## src/rtl/req_pending_latch_if.sv

```systemverilog
// req_pending_latch_if
//   Bundles the request/acknowledge/debug signals of req_pending_latch.
//   master : request sources, ack/err_clr driver (drives req_in, mask, ack,
//            ack_idx, err_clr; observes pend_out, pend_valid, ack_err, ovf_cnt)
//   slave  : the pending latch itself
interface req_pending_latch_if;
  logic [7:0] req_in;
  logic [7:0] mask;
  logic       ack;
  logic [2:0] ack_idx;
  logic       err_clr;
  logic [7:0] pend_out;
  logic       pend_valid;
  logic       ack_err;
  logic [7:0] ovf_cnt;

  modport master (
    output req_in, mask, ack, ack_idx, err_clr,
    input  pend_out, pend_valid, ack_err, ovf_cnt
  );

  modport slave (
    input  req_in, mask, ack, ack_idx, err_clr,
    output pend_out, pend_valid, ack_err, ovf_cnt
  );
endinterface

```

## src/rtl/req_pending_latch.sv

```systemverilog
// req_pending_latch
//   Captures eight request lines into a pending register feeding an 8-to-3
//   priority encoder; clears the serviced bit on ack, counts lost requests
//   and flags acks of non-pending bits.
// Parameters:
//   EDGE : 1 = rising-edge capture, 0 = level capture
// Optional build macro:
//   REQ_SYNC_EN : 2-flop synchronizer on every req_in bit (adds 2 cycles)
// Ports:
//   clk, rst_n : clock, asynchronous active-low reset
//   bus (slave): req_in, mask, ack, ack_idx, err_clr in;
//                pend_out, pend_valid, ack_err, ovf_cnt out
module req_pending_latch #(
  parameter bit EDGE = 1'b1
) (
  input logic                 clk,
  input logic                 rst_n,
  req_pending_latch_if.slave  bus
);

  logic [7:0] req_s;
  logic [7:0] req_q,  req_d;
  logic [7:0] pend_q, pend_d;
  logic [7:0] ovf_q,  ovf_d;
  logic       ack_err_q, ack_err_d;
  logic [7:0] set_bits;
  logic [7:0] clr_bits;
  logic [7:0] lost_bits;

`ifdef REQ_SYNC_EN
  logic [7:0] sync1_q, sync2_q;

  always_ff @(posedge clk or negedge rst_n) begin
    if (!rst_n) begin
      sync1_q <= '0;
      sync2_q <= '0;
    end else begin
      sync1_q <= bus.req_in;
      sync2_q <= sync1_q;
    end
  end

  assign req_s = sync2_q;
`else
  assign req_s = bus.req_in;
`endif

  always_comb begin
    req_d    = req_s;
    set_bits = EDGE ? (req_s & ~req_q) : req_s;

    clr_bits = '0;
    if (bus.ack) clr_bits[bus.ack_idx] = 1'b1;

    // Set is applied after clear so a same-cycle collision leaves the bit set.
    pend_d = (pend_q & ~clr_bits) | set_bits;

    // A request is lost only when it lands on a bit that stays pending.
    lost_bits = EDGE ? (set_bits & pend_q & ~clr_bits) : '0;

    ovf_d = ovf_q;
    if ((|lost_bits) && (ovf_q != '1)) ovf_d = ovf_q + 8'd1;

    ack_err_d = ack_err_q & ~bus.err_clr;
    if (bus.ack && !pend_q[bus.ack_idx]) ack_err_d = 1'b1;
  end

  always_ff @(posedge clk or negedge rst_n) begin
    if (!rst_n) begin
      req_q     <= '0;
      pend_q    <= '0;
      ovf_q     <= '0;
      ack_err_q <= 1'b0;
    end else begin
      req_q     <= req_d;
      pend_q    <= pend_d;
      ovf_q     <= ovf_d;
      ack_err_q <= ack_err_d;
    end
  end

  assign bus.pend_out   = pend_q & bus.mask;
  assign bus.pend_valid = |bus.pend_out;
  assign bus.ack_err    = ack_err_q;
  assign bus.ovf_cnt    = ovf_q;

endmodule

```

## src/flat_wrapper.sv

```systemverilog
// flat-port wrapper written by rule: the top's interface ports become plain ports
module req_pending_latch_flat 
#(
  parameter bit EDGE = 1'b1
)
  (clk, rst_n, bus_req_in, bus_mask, bus_ack, bus_ack_idx, bus_err_clr, bus_pend_out, bus_pend_valid, bus_ack_err, bus_ovf_cnt);
  req_pending_latch_if bus_i ();
  input logic clk;
  input logic rst_n;
  input wire logic [$bits(bus_i.req_in)-1:0] bus_req_in;
  input wire logic [$bits(bus_i.mask)-1:0] bus_mask;
  input wire logic [$bits(bus_i.ack)-1:0] bus_ack;
  input wire logic [$bits(bus_i.ack_idx)-1:0] bus_ack_idx;
  input wire logic [$bits(bus_i.err_clr)-1:0] bus_err_clr;
  output wire logic [$bits(bus_i.pend_out)-1:0] bus_pend_out;
  output wire logic [$bits(bus_i.pend_valid)-1:0] bus_pend_valid;
  output wire logic [$bits(bus_i.ack_err)-1:0] bus_ack_err;
  output wire logic [$bits(bus_i.ovf_cnt)-1:0] bus_ovf_cnt;
  assign bus_i.req_in = bus_req_in;
  assign bus_i.mask = bus_mask;
  assign bus_i.ack = bus_ack;
  assign bus_i.ack_idx = bus_ack_idx;
  assign bus_i.err_clr = bus_err_clr;
  assign bus_pend_out = bus_i.pend_out;
  assign bus_pend_valid = bus_i.pend_valid;
  assign bus_ack_err = bus_i.ack_err;
  assign bus_ovf_cnt = bus_i.ovf_cnt;
  req_pending_latch #(.EDGE(EDGE)) u_core (.clk(clk), .rst_n(rst_n), .bus(bus_i));
endmodule
```

## config.mk

```make
export PLATFORM = sky130hd
export DESIGN_NAME = req_pending_latch_flat
export DESIGN_NICKNAME = d
export VERILOG_FILES = /design/src/rtl/req_pending_latch_if.sv /design/src/rtl/req_pending_latch.sv /design/src/flat_wrapper.sv
export SDC_FILE = /design/constraint.sdc
export NUM_CORES = 1
export LEC_CHECK = 0
export ABC_AREA = 1
export ABC_CLOCK_PERIOD_IN_PS = 1700
export CAP_MARGIN = 20
export CORE_MARGIN = 5
export CORE_UTILIZATION = 46
export DETAILED_ROUTE_END_ITERATION = 16
export GPL_TIMING_DRIVEN = 0
export PLACE_DENSITY = 0.81
export SETUP_SLACK_MARGIN = 0.5
export SLEW_MARGIN = 10
export SYNTH_ARGS = -nofsm -noshare
export SYNTH_HDL_FRONTEND = slang
export SYNTH_SLANG_ARGS = --single-unit
```

## constraint.sdc

```tcl
create_clock -name clk -period 1.7 [get_ports clk]
set_input_delay 0.17 -clock clk [delete_from_list [all_inputs] [get_ports clk]]
set_output_delay 0.17 -clock clk [all_outputs]
set_load 0.02 [all_outputs]
```

* Word level (Yosys, flattened, before mapping)
Cells that the tools add are included.
Widths: inputs -> output; s select.
** Word-level totals
- Flip-flop bits (word level) :: 25
- Bits of input ports :: 23
** Cells by class
- Add/subtract/negate cells :: 1
- $lt $le $gt $ge :: 2
- Equality and inequality tests :: 1
- Mux-type cells :: 6
- Bitwise gates (word level) :: 10
- Reductions and logical operators :: 6
** Operator list (number)
- $and 8x8->8 :: 5
- $not 8->8 :: 2
- $reduce_or 8->1 :: 2
- $add 8x1->8 const B :: 1
- $mux 8 :: 1
- $ne 8x8->1 const B :: 1
- $or 8x8->8 :: 1
- $lt 3x4->1 const B :: 1
- $bmux 1 s3 :: 1
- $demux 1 s3 :: 1
- $ge 3x1->1 const B :: 1
- $logic_and 1x1->1 :: 3
- $mux 1 :: 3
- $and 1x1->1 :: 1
- $logic_not 1->1 :: 1
- $not 1->1 :: 1

* Longest topological paths before layout
Gate-level depths: netlist of run 1.
- Depth after elaboration :: 9
- Mapped depth :: 10

* Least setup slack after synthesis of run 1
Ideal clock, no wire load.
- Path type :: reg-to-reg
- From :: reg u_core.ovf_q[0] (netlist: u_core.bus.ovf_cnt[0])
- To :: reg u_core.ovf_q[6] (netlist: u_core.bus.ovf_cnt[6])
- Setup time :: 65 ps
- Data arrival time :: 1389 ps
- Data required time :: 1635 ps
- Slack :: 246 ps
- Stages on the path, launching flop included :: 8
- Buffers on the path :: 0
- Cells stage by stage :: dfrtp_1 > ha_1 > nand2_1 > nor2_1 > nand3_4 > nand2_4 > nand2_1 > nand2_1
** Between the ends
- Longest elaborated chain between the ends :: 2
- Elaborated cells between the ends (all ways) :: 3
- Those cells by class :: add/sub: 1; eq/ne: 1; reduce/logical: 1
** Ends and longest elaborated chain
- from (decl) :: line req_pending_latch.sv:24 : logic [7:0] ovf_q, ovf_d;
- from (signal assigned) :: line req_pending_latch.sv:77 : ovf_q <= ovf_d;
- parallel branches: the longest is 2 deep, another holds $add 8x1->8
Parallel ways; which one is timed is not known.
A chain may end at the register's enable or synchronous reset.

* Final worst setup path of run 1
- From :: reg u_core.pend_q[5]
- To :: out bus_pend_valid
** Between the ends
- Longest elaborated chain between the ends :: 2
** Ends and longest elaborated chain
- from (decl) :: line req_pending_latch.sv:23 : logic [7:0] pend_q, pend_d;
- from (signal assigned) :: line req_pending_latch.sv:76 : pend_q <= pend_d;
- $and 8x8->8 :: line req_pending_latch.sv:82 : assign bus.pend_out = pend_q & bus.mask;
- $reduce_or 8->1 :: line req_pending_latch.sv:83 : assign bus.pend_valid = |bus.pend_out;
- to (decl) :: line flat_wrapper.sv:16 : output wire logic [$bits(bus_i.pend_valid)-1:0] bus_pend_valid;
No other way between the ends.

==> flow_summary.html, run 1 <==
<table>
<tr><th>Metric</th><th>Value</th></tr>
<tr><th colspan="2">Cells and area</th></tr>
<tr><td>Post-synthesis to final-layout area growth</td><td>52.4%</td></tr>
<tr><td>Share of cells above drive strength 1</td><td>about two fifths</td></tr>
<tr><td>Number of nets at the end of the flow</td><td>274</td></tr>
<tr><td>Antenna diode count</td><td>0</td></tr>
<tr><th colspan="2">Placed design</th></tr>
<tr><td>Dpl hpwl</td><td>2230 microns</td></tr>
<tr><td>Worst setup timing slack at the placement stage</td><td>-0.0887 ns</td></tr>
<tr><td>Global placer's final weighted congestion</td><td>about 0.83</td></tr>
<tr><td>Input/output buffers</td><td>40</td></tr>
<tr><th colspan="2">Flow run</th></tr>
<tr><td>Max-cap violations</td><td>0</td></tr>
<tr><th colspan="2">Clocking</th></tr>
<tr><td>Maximum level of the CTS H-tree</td><td>1</td></tr>
<tr><td>Max Buffers Root-to-Sink</td><td>2</td></tr>
<tr><td>Latest clock arrival within the worst-skew pair</td><td>0.32 ns</td></tr>
<tr><td>Clock tree from TritonCTS</td><td>done</td></tr>
<tr><td>Post-CTS Hold Buffers</td><td>0</td></tr>
<tr><td>Root buf cell</td><td>sky130_fd_sc_hd__clkbuf_4</td></tr>
<tr><td>Clock-pin slew on the worst setup and hold paths</td><td>roughly 0.14 ns</td></tr>
<tr><td>Count of clock tree sinks</td><td>25</td></tr>
<tr><td>TritonCTS Buffers</td><td>3</td></tr>
<tr><th colspan="2">Global route</th></tr>
<tr><td>Antenna violations before repair</td><td>0</td></tr>
<tr><td>Maximum number of pins on one net before global-route repair</td><td>19</td></tr>
<tr><td>Vias in the first global route</td><td>1191</td></tr>
<tr><td>GRT overflow</td><td>0</td></tr>
<tr><td>Total routing resource utilization after global routing</td><td>15.9%</td></tr>
<tr><td>Wire length of the first global-routing pass</td><td>about 5300 microns</td></tr>
<tr><th colspan="2">Worst setup path</th></tr>
<tr><td>CP Launch Point</td><td>u_core.pend_q[5]</td></tr>
<tr><td>Startpoint types</td><td>register</td></tr>
<tr><td>Worst endpoint required time</td><td>1.53 ns</td></tr>
<tr><td>Crit path arrival time</td><td>1.35 ns</td></tr>
<tr><td>Capturing element type of the critical path</td><td>output port</td></tr>
<tr><td>WS Path Type</td><td>register to output port</td></tr>
<tr><td>Beginning of the worst register-to-register path</td><td>u_core.pend_q[5]</td></tr>
<tr><td>Largest fanout on the critical path</td><td>2</td></tr>
<tr><td>Worst reg-to-reg path cell count</td><td>11</td></tr>
<tr><td>Reg2reg end</td><td>u_core.bus.ovf_cnt[4]</td></tr>
<tr><td>Worst reg2reg setup slack</td><td>0.25 ns</td></tr>
<tr><th colspan="2">STA</th></tr>
<tr><td>Timing-limited maximum frequency</td><td>roughly 0.66 GHz</td></tr>
<tr><td>Final setup vio count</td><td>0</td></tr>
<tr><td>Clock Skews</td><td>between 0.002 and 0.0025 ns</td></tr>
<tr><td>Number of pins exceeding their max-slew limit in the final report</td><td>0</td></tr>
<tr><td>Relative slew margins</td><td>72.0%</td></tr>
<tr><td>Unrepaired setup endpoints after global routing</td><td>true</td></tr>
<tr><td>Fraction of the cycle the final worst path needs</td><td>89.6%</td></tr>
<tr><td>Final Hold Vio Count</td><td>0</td></tr>
<tr><td>Actual transition at the worst max-transition pin</td><td>~0.42 ns</td></tr>
<tr><td>Setup slack after layout</td><td>0.177 ns</td></tr>
<tr><td>Clock period minus final worst setup slack</td><td>1.52 ns</td></tr>
<tr><td>Worst Hold Margin</td><td>0.122 ns</td></tr>
<tr><th colspan="2">Yosys</th></tr>
<tr><td>Count of yosys warnings during synthesis</td><td>0</td></tr>
<tr><td>Number of flip-flops and latches in the synthesized netlist</td><td>25</td></tr>
<tr><td>Cell area after synthesis</td><td>~1300 sq um</td></tr>
<tr><td>Top-area cell type share of the netlist area</td><td>46.5%</td></tr>
<tr><td>FFs w/ async S/R, synth</td><td>100%</td></tr>
<tr><td>Count of cell types in the netlist</td><td>17</td></tr>
<tr><td>Number of enable flip-flop cells after synthesis</td><td>0</td></tr>
<tr><td>Portion of the post-synthesis area used by sequential elements</td><td>between 40 and 50%</td></tr>
<tr><td>Mean instance size in the synthesized netlist</td><td>7.36 sq um</td></tr>
<tr><td>Cells after synthesis</td><td>183</td></tr>
<tr><td>Count leader, synth</td><td>sky130_fd_sc_hd__nand2_1</td></tr>
<tr><td>Library cell with the largest summed area after synthesis</td><td>sky130_fd_sc_hd__dfrtp_1</td></tr>
<tr><td>Post-synth top flop</td><td>sky130_fd_sc_hd__dfrtp_1</td></tr>
<tr><td>Leading cell types by count after synthesis</td><td>sky130_fd_sc_hd__nand2_1, sky130_fd_sc_hd__inv_1, sky130_fd_sc_hd__dfrtp_1</td></tr>
<tr><td>Synthesized net count</td><td>207</td></tr>
<tr><td>Main area contributors after synthesis</td><td>sky130_fd_sc_hd__dfrtp_1, sky130_fd_sc_hd__nand2_1, sky130_fd_sc_hd__inv_1, sky130_fd_sc_hd__nand3_1, sky130_fd_sc_hd__xor2_1</td></tr>
<tr><th colspan="2">Drt</th></tr>
<tr><td>Drt via density</td><td>4.75</td></tr>
<tr><td>Routed vias</td><td>1331</td></tr>
<tr><td>Detailed Route WL</td><td>3480 microns</td></tr>
<tr><td>ANT nets after route</td><td>0</td></tr>
<tr><td>Routed WL per cell</td><td>roughly 12 microns</td></tr>
<tr><td>Total DRC errors in the routed layout</td><td>0</td></tr>
<tr><td>First-pass iteration count of the detailed router</td><td>4</td></tr>
<tr><td>Number of DRC violations after detailed-routing iteration 0</td><td>43</td></tr>
<tr><th colspan="2">Floorplanning</th></tr>
<tr><td>Vertical extent of the die</td><td>64.1 microns</td></tr>
<tr><td>X dimension of the die</td><td>around 64 microns</td></tr>
<tr><td>Site row count</td><td>19</td></tr>
<tr><td>Starting density of the core</td><td>48.4%</td></tr>
<tr><td>Die Area</td><td>4110 sq um</td></tr>
<tr><td>Area of the core</td><td>around 2800 sq um</td></tr>
<tr><td>Count of boundary I/O pins</td><td>just over 40</td></tr>
<tr><th colspan="2">Run status</th></tr>
<tr><td>Result of the run</td><td>finished, final reports clean</td></tr>
<tr><th colspan="2">Pwr</th></tr>
<tr><td>Cell leakage power</td><td>between 1 and 1.5 nW</td></tr>
<tr><td>Ratio of total power to cell area</td><td>993 nW/um^2</td></tr>
<tr><td>Maximum vdd drop</td><td>roughly 0.00089 V</td></tr>
<tr><th colspan="2">Worst hold path</th></tr>
<tr><td>Hold Path Class</td><td>input pin to async pin</td></tr>
</table>
## area by class of cell
cell class,instances,area (sq um)
clock buffer,4,26.3
multi-input combinational,126,706
sequential,25,633
tap,31,38.8
fill,199,729
timing repair buffer,61,524
inverter,33,124
## timing repair
action / CTS / global route
endpoints found under the hold margin: 0 / 0
setup buffers: 14 / 6
resized for setup: 82 / 38
endpoints found under the setup margin: 26 / 23
gates cloned: 1 / 0
pin swaps: 9 / 11
## how the worst max path moves through the flow
stage / slack, ns / cells past startpoint / to
6_report: 0.18 / 5 / bus_pend_valid
5_1_grt: 0.11 / 5 / bus_pend_valid
4_1_cts: 0.18 / 5 / bus_pend_valid
3_5_place_dp: -0.09 / 6 / bus_pend_valid
3_3_place_gp: -0.1 / 6 / bus_pend_valid
2_1_floorplan: 0.51 / 8 / u_core.bus.ovf_cnt[6]
## cells in the final DEF (no fill, tap or decap), types with 6 or more instances in the layout
| cell | count |
|---|---|
| sky130_fd_sc_hd__nand2_1 | 59 |
| sky130_fd_sc_hd__nand2_2 | 21 |
| sky130_fd_sc_hd__inv_1 | 20 |
| sky130_fd_sc_hd__buf_4 | 19 |
| sky130_fd_sc_hd__dfrtp_1 | 19 |
| sky130_fd_sc_hd__clkdlybuf4s50_1 | 18 |
| sky130_fd_sc_hd__inv_2 | 13 |
| sky130_fd_sc_hd__nor2_1 | 11 |
| sky130_fd_sc_hd__nand3_1 | 11 |
| sky130_fd_sc_hd__buf_2 | 8 |
| sky130_fd_sc_hd__buf_6 | 8 |
| sky130_fd_sc_hd__xor2_1 | 6 |
| sky130_fd_sc_hd__dfrtp_2 | 6 |
## flip-flops by register name, indices dropped and copies added (netlist names)
name / count
u_core.pend_q: 8
u_core.req_q: 8
u_core.bus.ack_err: 1
u_core.bus.ovf_cnt: 8
## through the flow
| step | power [W] | utilization [%] | area, sq um | TNS [ns] | instances |
|---|---|---|---|---|---|
| final | 0.00204 | 73.8 | 2050 | 0 | 280 |
| after floorplan | 0.00127 | - | 1380 | 0 | 183 |
| after global routing | 0.00217 | 73.8 | 2050 | 0 | 280 |
| after CTS | 0.00192 | 70.3 | 1960 | 0 | 274 |
| after global placement | 0.00157 | 65.2 | 1810 | -0.214 | 254 |
| after detailed placement | 0.00159 | 65.8 | 1830 | -0.291 | 255 |
## critical path, stage by stage, from the launching register on
cell                      delay, ns
sky130_fd_sc_hd__dfrtp_1       0.42
sky130_fd_sc_hd__nand2_2       0.09
sky130_fd_sc_hd__inv_2         0.05
sky130_fd_sc_hd__nor4_4        0.25
sky130_fd_sc_hd__nand2_1       0.09
sky130_fd_sc_hd__buf_6         0.14
## kinds of logic (layout without fill, tap and decap cells)
group	count (synthesis)	count (layout)	synth area share (%)
compound gates	4	4	1.67
fa+ha+maj	1	1	0.929
xor+xnor	6	6	3.90
buf+inv	33	98	9.20
simple gates	114	115	37.8
flops	25	25	46.5
## power breakdown
part / switching (W) / leakage (nW) / total [W] / internal, W
combinational: 0.000505 / 0.863 / 0.000952 / 0.000448
sequential: 0.0000981 / 0.279 / 0.000806 / 0.000708
clock: 0.000188 / 0.0150 / 0.000280 / 0.0000920
## routing by layer
metal	vias up	share of wire (%)	GRT usage (%)
met2	35	49	27.6
met3	7	7.1	3.85
li1	682	-	-
met1	607	42	19.9
met4	0	1.5	3.82
met5	-	0	0
Note: power is estimated with default switching activity, not from simulation.
==> inputs of run 2 (changes only) <==
ABC_CLOCK_PERIOD_IN_PS = 1740   (was 1700)
clock period = 1.74 ns   (was 1.7 ns; I/O delays follow)
==> run 2 against run 1 <==
Register-to-register slack better by 0.19 ns. Via count shrank 5.3%. Setup slack better by 0.020 ns. Critical endpoint unchanged. Highest routed layer unchanged.
==> flow_summary.html, run 2 (same netlist as run 1, synthesis figures left out) <==
<table>
<tr><th>Metric</th><th>Value</th></tr>
<tr><th colspan="2">Run status</th></tr>
<tr><td>Result of the run</td><td>finished, final reports clean (unchanged)</td></tr>
<tr><th colspan="2">Global route</th></tr>
<tr><td>Maximum number of pins on one net before global-route repair</td><td>17 (was 19)</td></tr>
<tr><td>Global-route layer with the greatest usage</td><td>met2 (unchanged)</td></tr>
<tr><td>Met2 demand-to-capacity share in global routing</td><td>26.3% (was 27.6%)</td></tr>
<tr><td>Vias in the first global route</td><td>1178 (was 1191)</td></tr>
<tr><td>Wire length of the first global-routing pass</td><td>5130 microns (was 5330 microns)</td></tr>
<tr><td>Total routing resource utilization after global routing</td><td>15.2% (was 15.9%)</td></tr>
<tr><td>Global routing usage on met1</td><td>19.7% (was 19.9%)</td></tr>
<tr><td>Met3 usage</td><td>3.33% (was 3.85%)</td></tr>
<tr><td>Antenna violations before repair</td><td>0 (unchanged)</td></tr>
<tr><td>GRT overflow</td><td>0 (unchanged)</td></tr>
<tr><th colspan="2">Worst setup path</th></tr>
<tr><td>Crit-path cells</td><td>nand2_1 &gt; inv_1 &gt; nor4_2 &gt; nand2_1 &gt; buf_6 (was nand2_2 &gt; inv_2 &gt; nor4_4 &gt; nand2_1 &gt; buf_6)</td></tr>
<tr><td>Worst endpoint required time</td><td>1.57 ns (was 1.53 ns)</td></tr>
<tr><td>Crit-path leading delay family</td><td>simple AND/OR/NAND/NOR gates (unchanged)</td></tr>
<tr><td>Capturing element type of the critical path</td><td>output port (unchanged)</td></tr>
<tr><td>Peak per-stage delay on the critical path</td><td>0.41 ns (was 0.42 ns)</td></tr>
<tr><td>Startpoint types</td><td>register (unchanged)</td></tr>
<tr><td>Largest fanout on the critical path</td><td>2 (unchanged)</td></tr>
<tr><td>Buf+Inv Stages, Crit Path</td><td>2 (unchanged)</td></tr>
<tr><td>WS Path Type</td><td>register to output port (unchanged)</td></tr>
<tr><td>Slowest stage cell on the critical path</td><td>sky130_fd_sc_hd__dfrtp_1 (unchanged)</td></tr>
<tr><td>Crit path arrival time</td><td>1.37 ns (was 1.35 ns)</td></tr>
<tr><td>Crit-path most repeated cell</td><td>sky130_fd_sc_hd__nand2_1</td></tr>
<tr><th colspan="2">Clocking</th></tr>
<tr><td>Max Buffers Root-to-Sink</td><td>2 (unchanged)</td></tr>
<tr><td>Latest clock arrival within the worst-skew pair</td><td>0.31 ns (was 0.32 ns)</td></tr>
<tr><td>TritonCTS Buffers</td><td>3 (unchanged)</td></tr>
<tr><td>Clock tree from TritonCTS</td><td>done (unchanged)</td></tr>
<tr><td>Post-CTS Hold Buffers</td><td>0 (unchanged)</td></tr>
<tr><td>Clock-pin slew on the worst setup and hold paths</td><td>0.14 ns (about the same)</td></tr>
<tr><td>Maximum level of the CTS H-tree</td><td>1 (unchanged)</td></tr>
<tr><td>Count of clock tree sinks</td><td>25 (unchanged)</td></tr>
<tr><td>Root buf cell</td><td>sky130_fd_sc_hd__clkbuf_4 (unchanged)</td></tr>
<tr><th colspan="2">Drt</th></tr>
<tr><td>First-pass iteration count of the detailed router</td><td>4 (unchanged)</td></tr>
<tr><td>Total DRC errors in the routed layout</td><td>0 (unchanged)</td></tr>
<tr><td>Routed WL per cell</td><td>11.4 microns (was 12.4 microns)</td></tr>
<tr><td>Routed vias</td><td>1261 (was 1331)</td></tr>
<tr><td>Drt via density</td><td>4.65 (was 4.75)</td></tr>
<tr><td>Detailed Route WL</td><td>3100 microns (was 3480 microns)</td></tr>
<tr><td>ANT nets after route</td><td>0 (unchanged)</td></tr>
<tr><td>Number of DRC violations after detailed-routing iteration 0</td><td>24 (was 43)</td></tr>
<tr><th colspan="2">Pwr</th></tr>
<tr><td>Part of the total power dissipated in combinational logic</td><td>42.8% (was 46.7%)</td></tr>
<tr><td>Portion of total power attributed to sequential cells</td><td>43.5% (was 39.5%)</td></tr>
<tr><td>Cell Int Power</td><td>0.00115 W (was 0.00125 W)</td></tr>
<tr><td>Ratio of total power to cell area</td><td>939 nW/um^2 (was 993 nW/um^2)</td></tr>
<tr><td>Fraction of power consumed by the clock network</td><td>13.7% (about the same)</td></tr>
<tr><td>Switch share</td><td>38.4% (was 38.8%)</td></tr>
<tr><td>Maximum vdd drop</td><td>0.00115 V (was 0.000886 V)</td></tr>
<tr><td>Cell leakage power</td><td>1.10 nW (was 1.16 nW)</td></tr>
<tr><td>Switching pwr</td><td>0.000713 W (was 0.000791 W)</td></tr>
<tr><th colspan="2">STA</th></tr>
<tr><td>Relative slew margins</td><td>63.3% (was 72.0%)</td></tr>
<tr><td>Final Hold Vio Count</td><td>0 (unchanged)</td></tr>
<tr><td>Actual transition at the worst max-transition pin</td><td>0.548 ns (was 0.419 ns)</td></tr>
<tr><td>Timing-limited maximum frequency</td><td>0.648 GHz</td></tr>
<tr><td>Unrepaired setup endpoints after global routing</td><td>true (unchanged)</td></tr>
<tr><td>Final setup vio count</td><td>0 (unchanged)</td></tr>
<tr><td>Fraction of the cycle the final worst path needs</td><td>88.6%</td></tr>
<tr><td>Clock Skews</td><td>0.0116 ns (was 0.00219 ns)</td></tr>
<tr><td>Clock period minus final worst setup slack</td><td>1.54 ns</td></tr>
<tr><td>Number of pins exceeding their max-slew limit in the final report</td><td>0 (unchanged)</td></tr>
<tr><td>Setup slack after layout</td><td>0.198 ns (was 0.177 ns)</td></tr>
<tr><th colspan="2">Cells and area</th></tr>
<tr><td>Antenna diode count</td><td>0 (unchanged)</td></tr>
<tr><td>Cell Count, Final, Fillers Out</td><td>271 (was 280)</td></tr>
<tr><td>Most common cell after layout, fill and taps aside</td><td>sky130_fd_sc_hd__nand2_1 (unchanged)</td></tr>
<tr><td>Post-synthesis to final-layout area growth</td><td>47.1% (was 52.4%)</td></tr>
<tr><td>Number of nets at the end of the flow</td><td>265 (was 274)</td></tr>
<tr><td>Leading cell types in the layout, fill and taps excluded</td><td>sky130_fd_sc_hd__nand2_1, sky130_fd_sc_hd__inv_1, sky130_fd_sc_hd__clkdlybuf4s50_1, sky130_fd_sc_hd__dfrtp_1, sky130_fd_sc_hd__nand2_2 (was sky130_fd_sc_hd__nand2_1, sky130_fd_sc_hd__nand2_2, sky130_fd_sc_hd__inv_1, sky130_fd_sc_hd__buf_4, sky130_fd_sc_hd__dfrtp_1)</td></tr>
<tr><td>Share of cells above drive strength 1</td><td>32.9% (was 38.2%)</td></tr>
<tr><th colspan="2">Floorplanning</th></tr>
<tr><td>X dimension of the die</td><td>64.1 microns (unchanged)</td></tr>
<tr><td>Area of the core</td><td>2780 sq um (unchanged)</td></tr>
<tr><td>Starting density of the core</td><td>48.4% (unchanged)</td></tr>
<tr><td>Site row count</td><td>19 (unchanged)</td></tr>
<tr><td>Die Area</td><td>4110 sq um (unchanged)</td></tr>
<tr><td>Vertical extent of the die</td><td>64.1 microns (unchanged)</td></tr>
<tr><td>Count of boundary I/O pins</td><td>41 (unchanged)</td></tr>
<tr><th colspan="2">Placed design</th></tr>
<tr><td>Worst setup timing slack at the placement stage</td><td>-0.0774 ns (was -0.0887 ns)</td></tr>
<tr><td>Input/output buffers</td><td>40 (unchanged)</td></tr>
<tr><td>Dpl hpwl</td><td>2220 microns (was 2230 microns)</td></tr>
<tr><td># placed instances</td><td>255 (unchanged)</td></tr>
<tr><td>Global placer's final weighted congestion</td><td>0.808 (was 0.829)</td></tr>
<tr><th colspan="2">Flow run</th></tr>
<tr><td>Max-cap violations</td><td>0 (unchanged)</td></tr>
<tr><th colspan="2">Worst hold path</th></tr>
<tr><td>Hold Path Class</td><td>input pin to async pin (unchanged)</td></tr>
</table>
## run 2: cell count changes in the layout (fill, tap and decap cells not counted)
cell                              previous run  this run
sky130_fd_sc_hd__buf_4                      19        10
sky130_fd_sc_hd__nand2_1                    59        64
sky130_fd_sc_hd__nand2_2                    21        17
sky130_fd_sc_hd__buf_6                       8         5
sky130_fd_sc_hd__dlygate4sd2_1               4         6
sky130_fd_sc_hd__buf_16                      0         1
sky130_fd_sc_hd__buf_2                       8         7
sky130_fd_sc_hd__buf_8                       1         0
sky130_fd_sc_hd__clkdlybuf4s15_1             0         1
sky130_fd_sc_hd__clkdlybuf4s15_2             1         2
sky130_fd_sc_hd__dfrtp_1                    19        18
sky130_fd_sc_hd__dfrtp_2                     6         7
sky130_fd_sc_hd__nand2_4                     2         1
## run 2: power by group through the flow
stage          combinational, W  sequential [W]  clock, W
2_1_floorplan          0.000338        0.000892         0
4_1_cts                0.000773        0.000803  0.000270
5_1_grt                0.000879        0.000823  0.000286
6_report               0.000796        0.000808  0.000255
3_5_place_dp           0.000727        0.000825         0
3_3_place_gp           0.000709        0.000821         0
## run 2: final cells by class
class | instances | area (sq um)
timing repair buffer | 52 | 469
tap | 31 | 38.8
inverter | 33 | 124
multi-input combinational | 126 | 688
sequential | 25 | 634
fill | 211 | 801
clock buffer | 4 | 26.3
## run 2: timing repair
| item | 4_1_cts | 5_1_grt |
|---|---|---|
| cloned | 1 | 0 |
| gates resized for setup | 82 | 20 |
| setup endpoints to repair | 26 | 21 |
| buffers inserted | 9 | 2 |
| pin swaps | 13 | 5 |
## run 2: path summary, 6_finish.rpt
path / start / end / slack, ns / cells past startpoint
max in group asynchronous: rst_n / u_core.bus.ovf_cnt[4] / 1.06 / 2
setup reg to reg: u_core.pend_q[4] / u_core.bus.ovf_cnt[6] / 0.44 / 10
min in group clk: bus_req_in[6] / u_core.req_q[6] / 0.31 / 1
hold reg to reg: u_core.bus.ack_err / u_core.bus.ack_err / 0.51 / 2
hold / removal: rst_n / u_core.req_q[4] / 0.20 / 1
setup / recovery: u_core.pend_q[6] / bus_pend_valid / 0.20 / 5
## run 2: through the flow
step	TNS, ns	power (W)	area, sq um	util [%]	hold slack [ns]
finish	0	0.00186	1980	71.2	0.197
global route	0	0.00199	1980	71.2	0.234
CTS	0	0.00185	1960	70.6	0.215
detailed placement	-0.0996	0.00155	1840	66.0	0.488
global placement	-0.0752	0.00153	1810	65.0	0.482
floorplan	0	0.00123	1370	-	-0.122
## run 2: routing by layer
layer	routed length [microns]	part of all wire, %	vias to the layer above
li1	-	-	663
met1	1430	46	570
met2	1530	49	26
met3	135	4.4	2
met4	9	0.29	0
met5	0	0	-
==> inputs of run 3 (changes only) <==
SLEW_MARGIN = default   (was 10)
==> results of run 3 <==
The final DEF is identical to that of run 2; final timing and power are the same.
